### config.mk
export PLATFORM = sky130hd
export DESIGN_NAME = func_dynamiciser
export DESIGN_NICKNAME = d
export VERILOG_FILES = /design/src/rtl/func_dynamiciser.sv
export SDC_FILE = /design/constraint.sdc
export NUM_CORES = 1
export LEC_CHECK = 0
export ABC_AREA = 0
export CELL_PAD_IN_SITES_DETAIL_PLACEMENT = 0
export CELL_PAD_IN_SITES_GLOBAL_PLACEMENT = 1
export CORE_UTILIZATION = 35
export DETAILED_ROUTE_END_ITERATION = 10
export HOLD_SLACK_MARGIN = 0.08
export MAX_ROUTING_LAYER = met4
export PLACE_DENSITY_LB_ADDON = 0.1
export SYNTH_ARGS = -nofsm -noshare
export SYNTH_HDL_FRONTEND = slang
export SYNTH_SLANG_ARGS = --single-unit
### constraint.sdc
create_clock -name clk -period 4.9 [get_ports clk]
set_clock_uncertainty 0.15 [all_clocks]
set_input_delay 0.98 -clock clk [delete_from_list [all_inputs] [get_ports clk]]
set_output_delay 0.98 -clock clk [all_outputs]
set_load 0.02 [all_outputs]
### src/rtl/func_dynamiciser.sv
// func_dynamiciser
//   Serialises a parallel function word onto a dual-rail (d1/d0) line, one
//   digit per digit period. Each digit is marked by a one-hot pulse on ps.
//   A halt input freezes the word on the current digit and blanks the outputs.
//
// Parameters
//   INSTR_BITS   : digit periods per serial word
//   INSTR_F_BITS : function bits carried in digits 0..INSTR_F_BITS-1
//                  (legal range 1 <= INSTR_F_BITS <= INSTR_BITS)
//
// Ports
//   clk   : clock; all state changes on its rising edge
//   rst   : synchronous active-high reset
//   f     : parallel function bits; f[0] goes out in digit 0
//   load  : transmit request; only accepted while ready=1
//   ready : high only in IDLE
//   dp    : digit-period advance strobe
//   ha    : halt; has priority over dp
//   ps    : one-hot digit pulse for the current digit (SEND only)
//   d1    : serial data, true rail
//   d0    : serial data, complement rail
//   busy  : high in SEND or HALT
//   done  : one-cycle pulse in the first IDLE cycle after a word completes
module func_dynamiciser #(
    parameter int INSTR_BITS   = 20,
    parameter int INSTR_F_BITS = 10
) (
    input  logic                  clk,
    input  logic                  rst,
    input  logic [0:INSTR_F_BITS-1] f,
    input  logic                  load,
    output logic                  ready,
    input  logic                  dp,
    input  logic                  ha,
    output logic [0:INSTR_BITS-1] ps,
    output logic                  d1,
    output logic                  d0,
    output logic                  busy,
    output logic                  done
);

    localparam int CW = (INSTR_BITS > 1) ? $clog2(INSTR_BITS) : 1;
    localparam logic [CW-1:0] LAST_DIGIT = CW'(INSTR_BITS - 1);

    typedef enum logic [1:0] {
        IDLE = 2'd0,
        SEND = 2'd1,
        HALT = 2'd2
    } state_t;

    state_t                  state;
    state_t                  state_next;
    logic [CW-1:0]           cnt;
    logic [CW-1:0]           cnt_next;
    logic [0:INSTR_F_BITS-1] word;
    logic [0:INSTR_F_BITS-1] word_next;
    logic                    done_q;
    logic                    done_next;

    // State register. Reset clears the word too, so an aborted word leaves
    // nothing behind and produces no done pulse.
    always_ff @(posedge clk) begin
        if (rst) begin
            state  <= IDLE;
            cnt    <= '0;
            word   <= '0;
            done_q <= 1'b0;
        end else begin
            state  <= state_next;
            cnt    <= cnt_next;
            word   <= word_next;
            done_q <= done_next;
        end
    end

    // Next-state logic. The counter only moves on dp in SEND, so a halted
    // digit is re-presented on resume and needs its own dp to advance.
    // done is registered so it lands in the first IDLE cycle, which is also
    // a cycle where a new load is accepted (one-cycle gap between words).
    always_comb begin
        state_next = state;
        cnt_next   = cnt;
        word_next  = word;
        done_next  = 1'b0;
        case (state)
            IDLE: begin
                if (load) begin
                    word_next  = f;
                    cnt_next   = '0;
                    state_next = SEND;
                end
            end
            SEND: begin
                if (ha) begin
                    state_next = HALT;
                end else if (dp) begin
                    if (cnt == LAST_DIGIT) begin
                        state_next = IDLE;
                        done_next  = 1'b1;
                    end else begin
                        cnt_next = cnt + CW'(1);
                    end
                end
            end
            HALT: begin
                if (!ha) begin
                    state_next = SEND;
                end
            end
            default: begin
                state_next = IDLE;
            end
        endcase
    end

    // Outputs decoded from registered state only. Digits beyond the function
    // field carry a zero on the true rail.
    always_comb begin
        ps = '0;
        d1 = 1'b0;
        for (int i = 0; i < INSTR_BITS; i++) begin
            if (state == SEND && cnt == CW'(i)) begin
                ps[i] = 1'b1;
            end
        end
        for (int i = 0; i < INSTR_F_BITS; i++) begin
            if (state == SEND && cnt == CW'(i)) begin
                d1 = word[i];
            end
        end
    end

    assign d0    = (state == SEND) && !d1;
    assign ready = (state == IDLE);
    assign busy  = (state == SEND) || (state == HALT);
    assign done  = done_q;

endmodule
# After elaboration in Yosys (flattened, before gate mapping)
# Cells that the tools add are included.
# totals
ff_bits,18
in_bits,15
out_inout_bits,25
word_cells,107
# classes
n_addsub,1
eq_ne,28
mux,42
bitwise_logic,2
reduce_logical,30
# op_table
operator,count
"equality test 5 x 4 -> 1 bit, second input constant",8
two-way mux 1 bit,31
logical AND 1 bit,21
"equality test 5 x 3 -> 1 bit, second input constant",4
"equality test 5 bit, second input constant",4
two-way mux 5 bit,4
"equality test 5 x 2 -> 1 bit, second input constant",2
two-way mux 2 bit,5
"inequality test 2 bit, second input constant",5
case mux 5 bit (2 select lines),1
case mux 2 bit (3 select lines),1
"adder 5 x 1 -> 5 bit, second input constant",1
"equality test 5 x 1 -> 1 bit, second input constant",1
zero test 5 bit,1
AND reduction 5 bit,1
AND reduction 4 bit,1
OR reduction 4 bit,1
"inequality test 3 x 2 -> 1 bit, second input constant",1
"inequality test 3 bit, second input constant",1
"equality test 2 x 1 -> 1 bit, second input constant",1
"equality test 2 bit, second input constant",1
zero test 2 bit,1
NOT 1 bit,2
AND reduction 2 bit,1
3 further kinds,3

# Depth between registers and ports, before layout
# Gate-level depths: netlist of run 1.
# logic_depth
word_depth,14
ltp_mapped,7
depth_no_buf,6

# Worst setup path after synthesis of run 1
# Ideal clock, no wire load.
# synth_path
path_type,reg2out
from,register state[1]
to,output port d0
t_arrival_ns,1.656
slack_ns,2.114
path_stages_with_launch,8
n_path_buf,1
cell_sequence,dfxtp_1 inv_1 ha_1 buf_6 and4bb_2 and2_1 a22oi_1 a31o_2
# synth_between
elab_chain_len,14
elab_cells_between_ends,23
classes_between,1 x eq/ne; 10 x mux; 12 x reduce/logical
# synth_lines
element,line,rtl
start: declaration,51,state_t state;
start signal: assignment,69,state <= state_next;
equality test 2 x 1 -> 1 bit *,"127, 133",
logical AND 1 bit,127,if (state == SEND && cnt == CW'(i)) begin
two-way mux 1 bit (10 in a row),127,
zero test 1 bit,133,assign d0 = (state == SEND) && !d1;
logical AND 1 bit *,133,
end: declaration,37,"output logic d0,"
# Every way passes the cells marked *; elsewhere a longest branch is shown, timed or not.

# Worst setup path after layout of run 1
# Ends and elaborated chain as after synthesis.

==> results.sh, run 1 <==
export IMPL_synth_compound_area_share_pct=17.1
export IMPL_ir_drop_mv=0.156
export IMPL_grt_pass1_vias=1114
export IMPL_dieArea_um2=3820
export IMPL_cts_root_buf="clkbuf_4"
export IMPL_synthCells=168
export IMPL_antennaDiodeCount=0
export IMPL_gr_total_overflow=0
export IMPL_critPathArrivalTime_ns=2.75
export IMPL_path_clk_slew_ns=0.11
export IMPL_start_util_pct=37.0
export IMPL_placeableCoreArea_um2=3390
export IMPL_cts_resized=0
export IMPL_wl_per_cell_um=12.6
export IMPL_setup_violations_final=0
export IMPL_drc=0
export IMPL_layout_commonest_cell="clkdlybuf4s50_1"
export IMPL_synthAdderAreaFrac_pct=8.99
export IMPL_htreeDepth=1
export IMPL_r2r_start="state[1]"
export IMPL_vias=1251
export IMPL_dpl_hpwl_um=2360
export IMPL_viasPerCell=5.04
export IMPL_cp_max_fo=18
export IMPL_hold_path_startpoint="word[3]"
export IMPL_synthDistinctLibCells=37
export IMPL_finalCriticalPeriod_ns=3.88
export IMPL_tightest_slew_ns=0.732
export IMPL_grt_pass1_wl_um=5160
export IMPL_comb_power_share_pct=40.9
export IMPL_status="finished clean"
export IMPL_drive_above_1_share_pct=6.93
export IMPL_port_buffers=39
export IMPL_final_cell_area_um2=1690
export IMPL_min_path_type="reg -> reg"
export IMPL_antenna_found_initial=0
export IMPL_hold_viol_final=0
export IMPL_crit_path_end_kind="primary output"
export IMPL_fin_tns_setup_ns=0
export IMPL_hold_end="word[3]"
export IMPL_seq_area_frac_synth_pct=28.8
export IMPL_slew_violations=0
export IMPL_cts_tree="yes"
export IMPL_fin_nets=227
export IMPL_p_switching_uw=166
export IMPL_rsz0062_at_grt="false"
export IMPL_fmax_ghz=0.258
export IMPL_wirelength_um=3140
export IMPL_muxShareOfSynthArea_pct=0
export IMPL_pwr_share_clk_pct=20.9
export IMPL_p_per_area_nw_per_um2=263
export IMPL_drtIter0Drc=72
export IMPL_cts_buffer_depth=2
export IMPL_syn_avg_cell_area_um2=7.46
export IMPL_reg2reg_to="cnt[2]"
export IMPL_synth_seq_cells=18
export IMPL_place_congestion=0.810
export IMPL_layout_common_cells="clkdlybuf4s50_1, nand2_1, and2_1"
export IMPL_netlist_area_um2=1250
export IMPL_synth_top_area_share_pct=28.8
export IMPL_rr_worst_depth=6
export IMPL_insertion_delay_ns=0.29
export IMPL_die_h_um=61.8
export IMPL_synth_top_family_by_area="simple AND/OR/NAND/NOR gates"
export IMPL_leakagePower_uw=0.000632
export IMPL_syn_nets=192
export IMPL_grt_max_degree=20
export IMPL_placementRows=21
export IMPL_max_slew_margin_rel_pct=51.0
export IMPL_maxCapViolations=0
export IMPL_critPathLaunchType="register"
export IMPL_p_sw_share_pct=37.3
export IMPL_area_growth_pct=35.0
export IMPL_hold_buffers=0
export IMPL_die_w_um=61.8
export IMPL_whs_path_depth=2
export IMPL_yosys_area_share_simple_pct=39.1
export IMPL_finalCritPeriodShare_pct=79.1
export IMPL_place_area_um2=1650
export IMPL_postCtsSetupBuffers=0
export IMPL_cp_data_required_time_ns=3.77
export IMPL_ys_top_cells_by_area="dfxtp_1, and2_1, ha_1"
export IMPL_grt_util_all_layers_pct=18.7
export IMPL_synth_top_cell_by_area="dfxtp_1"
export IMPL_clock_sinks=18
export IMPL_p_int_uw=279
export IMPL_ant_nets=0
export IMPL_power_uw=445
export IMPL_rrSetupSlack_ns=2.77
export IMPL_crit_type="reg -> out"
export IMPL_yosys_area_share_xor_xnor_pct=0
export IMPL_ys_warn_count=0
export IMPL_ios=40
export IMPL_cts_buffers=3
export IMPL_dr_pass1_iters=4
export IMPL_pwr_share_seq_pct=38.2
sequential cells by signal (all words and copies together) (netlist names):
register and cells:
cnt 5, word 10, done 1, state 2
power groups by stage:
stage | Sequential, µW | Clock (µW) | Combinational (µW)
global placement | 173 | 0 | 176
CTS | 170 | 96.4 | 182
global route | 172 | 102 | 202
finish | 170 | 93.0 | 182
detailed placement | 173 | 0 | 181
floorplan | 171 | 0 | 127
worst max-delay path by stage:
stage,from,to,slack (ns)
after floorplan,state[1],d0,2.11
after global placement,state[1],d0,1.45
after detailed placement,state[1],d0,1.38
after CTS,state[1],d0,1.02
after global routing,state[1],d0,0.74
final,state[1],d0,1.02
critical path: stages, from the launching register on:
cell,delay [ns]
dfxtp_1,0.36
inv_1,0.08
ha_1,0.51
and4bb_2,0.39
o41ai_1,0.10
a22oi_1,0.20
a31o_2,0.20
clkdlybuf4s50_1,0.60
routing by layer:
metal / track usage [%] / share of wire, % / wire (µm)
met5: - / 0 / 0
met4: 6.67 / 1.3 / 42
met3: 2.07 / 2.9 / 91
met2: 28.6 / 44 / 1380
met1: 25.4 / 52 / 1620
synth_stat cells (all sizes together):
| cell | n |
|---|---|
| and4bb | 3 |
| nand3b | 3 |
| nand4 | 3 |
| nand2b | 3 |
| a31oi | 1 |
| ha | 9 |
| a22oi | 1 |
| o22ai | 1 |
| nand3 | 5 |
| a221oi | 1 |
| dfxtp | 18 |
| nor3 | 4 |
| nor3b | 1 |
| inv | 8 |
| or4 | 1 |
| clkbuf | 6 |
| o31a | 1 |
| o21ai | 6 |
| nor2 | 7 |
| a32o | 2 |
| nand2 | 30 |
| a31o | 1 |
| a21oi | 19 |
| and2 | 22 |
| nor2b | 3 |
| buf | 3 |
| o41ai | 1 |
| and3 | 1 |
| or2 | 1 |
| o22a | 1 |
| or2b | 1 |
| nand4b | 1 |
area by class of cell:
cell class	count	area (µm²)
well taps	46	57.6
fillers	360	1700
repair buffers	39	390
multi-input cells	133	816
inverters	8	30.0
clock buffers	4	36.3
flip-flops and latches	18	360
per-stage QoR:
step	util [%]	setup slack, ns	instances	hold slack, ns
2_1_floorplan	-	2.11	168	0.282
3_3_place_gp	48.8	1.45	244	0.296
3_5_place_dp	48.8	1.38	244	0.295
4_1_cts	49.9	1.02	248	0.310
5_1_grt	49.9	0.742	248	0.339
6_report	49.9	1.02	248	0.311
cells by family (layout without fill, tap and decap cells):
| family | count (synthesis) | after routing |
|---|---|---|
| buf+inv | 17 | 51 |
| compound gates | 35 | 35 |
| flops | 18 | 18 |
| fa+ha+maj | 9 | 9 |
| simple gates | 89 | 89 |
Note: power is estimated with default switching activity, not from simulation.
==> inputs of run 2 (changes only) <==
Settings changed: CORE_UTILIZATION 35 to 32.
Clock period 4.9 ns to 4 ns, I/O delays scaled along.
==> run 2 against run 1 <==
Against the previous run: power grew 30%; design area grew 1.7%; sequential power grew 22%; first-iteration DRC count shrank 28%; utilization shrank 3.6 points; die area grew 9.1%; register-to-register slack lost 0.94 ns; global-route usage shrank 1.8 points; count of clock-buffer cells in the layout is the same; setup slack lost 0.68 ns.
==> results.sh, run 2 (synthesis gave the netlist of run 1 again) <==
export IMPL_antennaDiodeCount=0
export IMPL_vias=1230
export IMPL_hold_viol_final=0
export IMPL_hold_buffers=0
export IMPL_start_util_pct=33.7
export IMPL_drc=0
export IMPL_fillers=388
export IMPL_stdcell_count=251
export IMPL_grt_util_all_layers_pct=16.8
export IMPL_fmax_ghz=0.274
export IMPL_dpl_hpwl_um=2330
export IMPL_area_growth_pct=37.3
export IMPL_grt_pass1_vias=1192
export IMPL_critPathLaunchType="register"
export IMPL_cp_data_required_time_ns=3.05
export IMPL_max_slew_margin_rel_pct=62.9
export IMPL_crit_family="buffers and inverters"
export IMPL_path_buf_inv=2
export IMPL_wl_per_cell_um=12.2
export IMPL_fin_nets=228
export IMPL_placeableCoreArea_um2=3720
export IMPL_maxCapViolations=0
export IMPL_port_buffers=39
export IMPL_ios=40
export IMPL_tightest_slew_ns=0.556
export IMPL_crit_type="reg -> out"
export IMPL_ant_nets=0
export IMPL_place_congestion=0.806
export IMPL_regMostFlops="word"
export IMPL_rsz0062_at_grt="false"
export IMPL_drtIter0Drc=52
export IMPL_wirelength_um=3050
export IMPL_die_h_um=64.6
export IMPL_cpPeakStageDelay_ns=0.60
export IMPL_cp_max_fo=18
export IMPL_cpMaxStageDelayCell="clkdlybuf4s50_1"
export IMPL_antenna_found_initial=0
export IMPL_die_w_um=64.6
export IMPL_grt_pass1_wl_um=5360
export IMPL_crit_chain="inv_1 > ha_1 > and4bb_2 > o41ai_1 > a22oi_1 > a31o_2 > clkdlybuf4s50_1"
export IMPL_crit_path_end_kind="primary output"
export IMPL_ir_drop_mv=0.167
export IMPL_placementRows=22
export IMPL_finalCritPeriodShare_pct=91.4
export IMPL_min_path_type="reg -> reg"
export IMPL_critPathArrivalTime_ns=2.70
export IMPL_leakagePower_uw=0.000644
export IMPL_slew_violations=0
export IMPL_cts_buffers=3
export IMPL_path_clk_slew_ns=0.07
export IMPL_dp_cells=247
export IMPL_rrSetupSlack_ns=1.83
export IMPL_htreeDepth=1
export IMPL_dieArea_um2=4170
export IMPL_layout_commonest_cell="clkdlybuf4s50_1"
export IMPL_fin_tns_setup_ns=0
export IMPL_insertion_delay_ns=0.25
export IMPL_cts_buffer_depth=2
export IMPL_viasPerCell=4.90
export IMPL_clock_sinks=18
export IMPL_setup_violations_final=0
export IMPL_p_per_area_nw_per_um2=337
export IMPL_gr_total_overflow=0
export IMPL_reg_top3="word (10), cnt (5), state (2)"
export IMPL_layout_common_cells="clkdlybuf4s50_1, nand2_1, and2_1"
export IMPL_drive_above_1_share_pct=7.39
export IMPL_postCtsSetupBuffers=0
export IMPL_dr_pass1_iters=4
export IMPL_finalCriticalPeriod_ns=3.65
export IMPL_cts_root_buf="clkbuf_8"
export IMPL_cts_tree="yes"
export IMPL_grt_max_degree=19
export IMPL_largest_reg_flops=10
export IMPL_cts_resized=0
export IMPL_status="finished clean"
-- run 2: through the flow --
step	hold slack, ns	power (µW)	area, µm²	worst slack, ns	util, %
final	0.303	580	1720	0.346	46.3
after global routing	0.323	622	1720	0.203	46.3
after CTS	0.304	587	1720	0.349	46.3
after detailed placement	0.294	431	1660	0.654	44.8
after global placement	0.293	429	1660	0.728	44.8
after floorplan	0.282	364	1250	1.39	-
-- run 2: final cells by class --
type / instances / area [µm²] / area share [%]
sequential: 18 / 360 / 21.0
multi-input combinational: 133 / 816 / 47.5
clock buffer: 4 / 55.1 / 3.20
tap: 48 / 60.1 / 3.49
inverter: 8 / 30.0 / 1.75
timing repair buffer: 40 / 398 / 23.1
-- run 2: report_power, final --
| group | switching [µW] | leakage [µW] | total, µW | internal, µW |
|---|---|---|---|---|
| registers | 12.4 | 0.000147 | 208 | 196 |
| clock network | 64.5 | 0.0000288 | 152 | 87.5 |
| logic | 129 | 0.000468 | 220 | 90.8 |
| total | 206 | 0.000644 | 580 | 374 |
-- run 2: final timing paths --
path / from / endpoint / depth (start not counted)
worst min register to register: word[3] / word[3] / 2
worst max register to register: state[1] / cnt[2] / 6
worst max-delay path: state[1] / d0 / 7
worst min-delay path: word[3] / word[3] / 2
-- run 2: per-layer routing --
| metal | share of wire, % | routed length (µm) | up-vias | GRT usage, % |
|---|---|---|---|---|
| met5 | 0 | 0 | - | - |
| met4 | 1.2 | 37 | 0 | 6.67 |
| met3 | 4.7 | 143 | 4 | 2.46 |
| met2 | 45 | 1370 | 35 | 27.5 |
| met1 | 49 | 1500 | 550 | 20.8 |
| li1 | - | - | 641 | - |
-- run 2: tightest hold or removal path, delay by kind of cell (launching register included) --
kind	cells	cell delay, ns
flip-flops	1	0.31
AO/OA/AOI/OAI	1	0.05
AND/OR/NAND/NOR	1	0.05
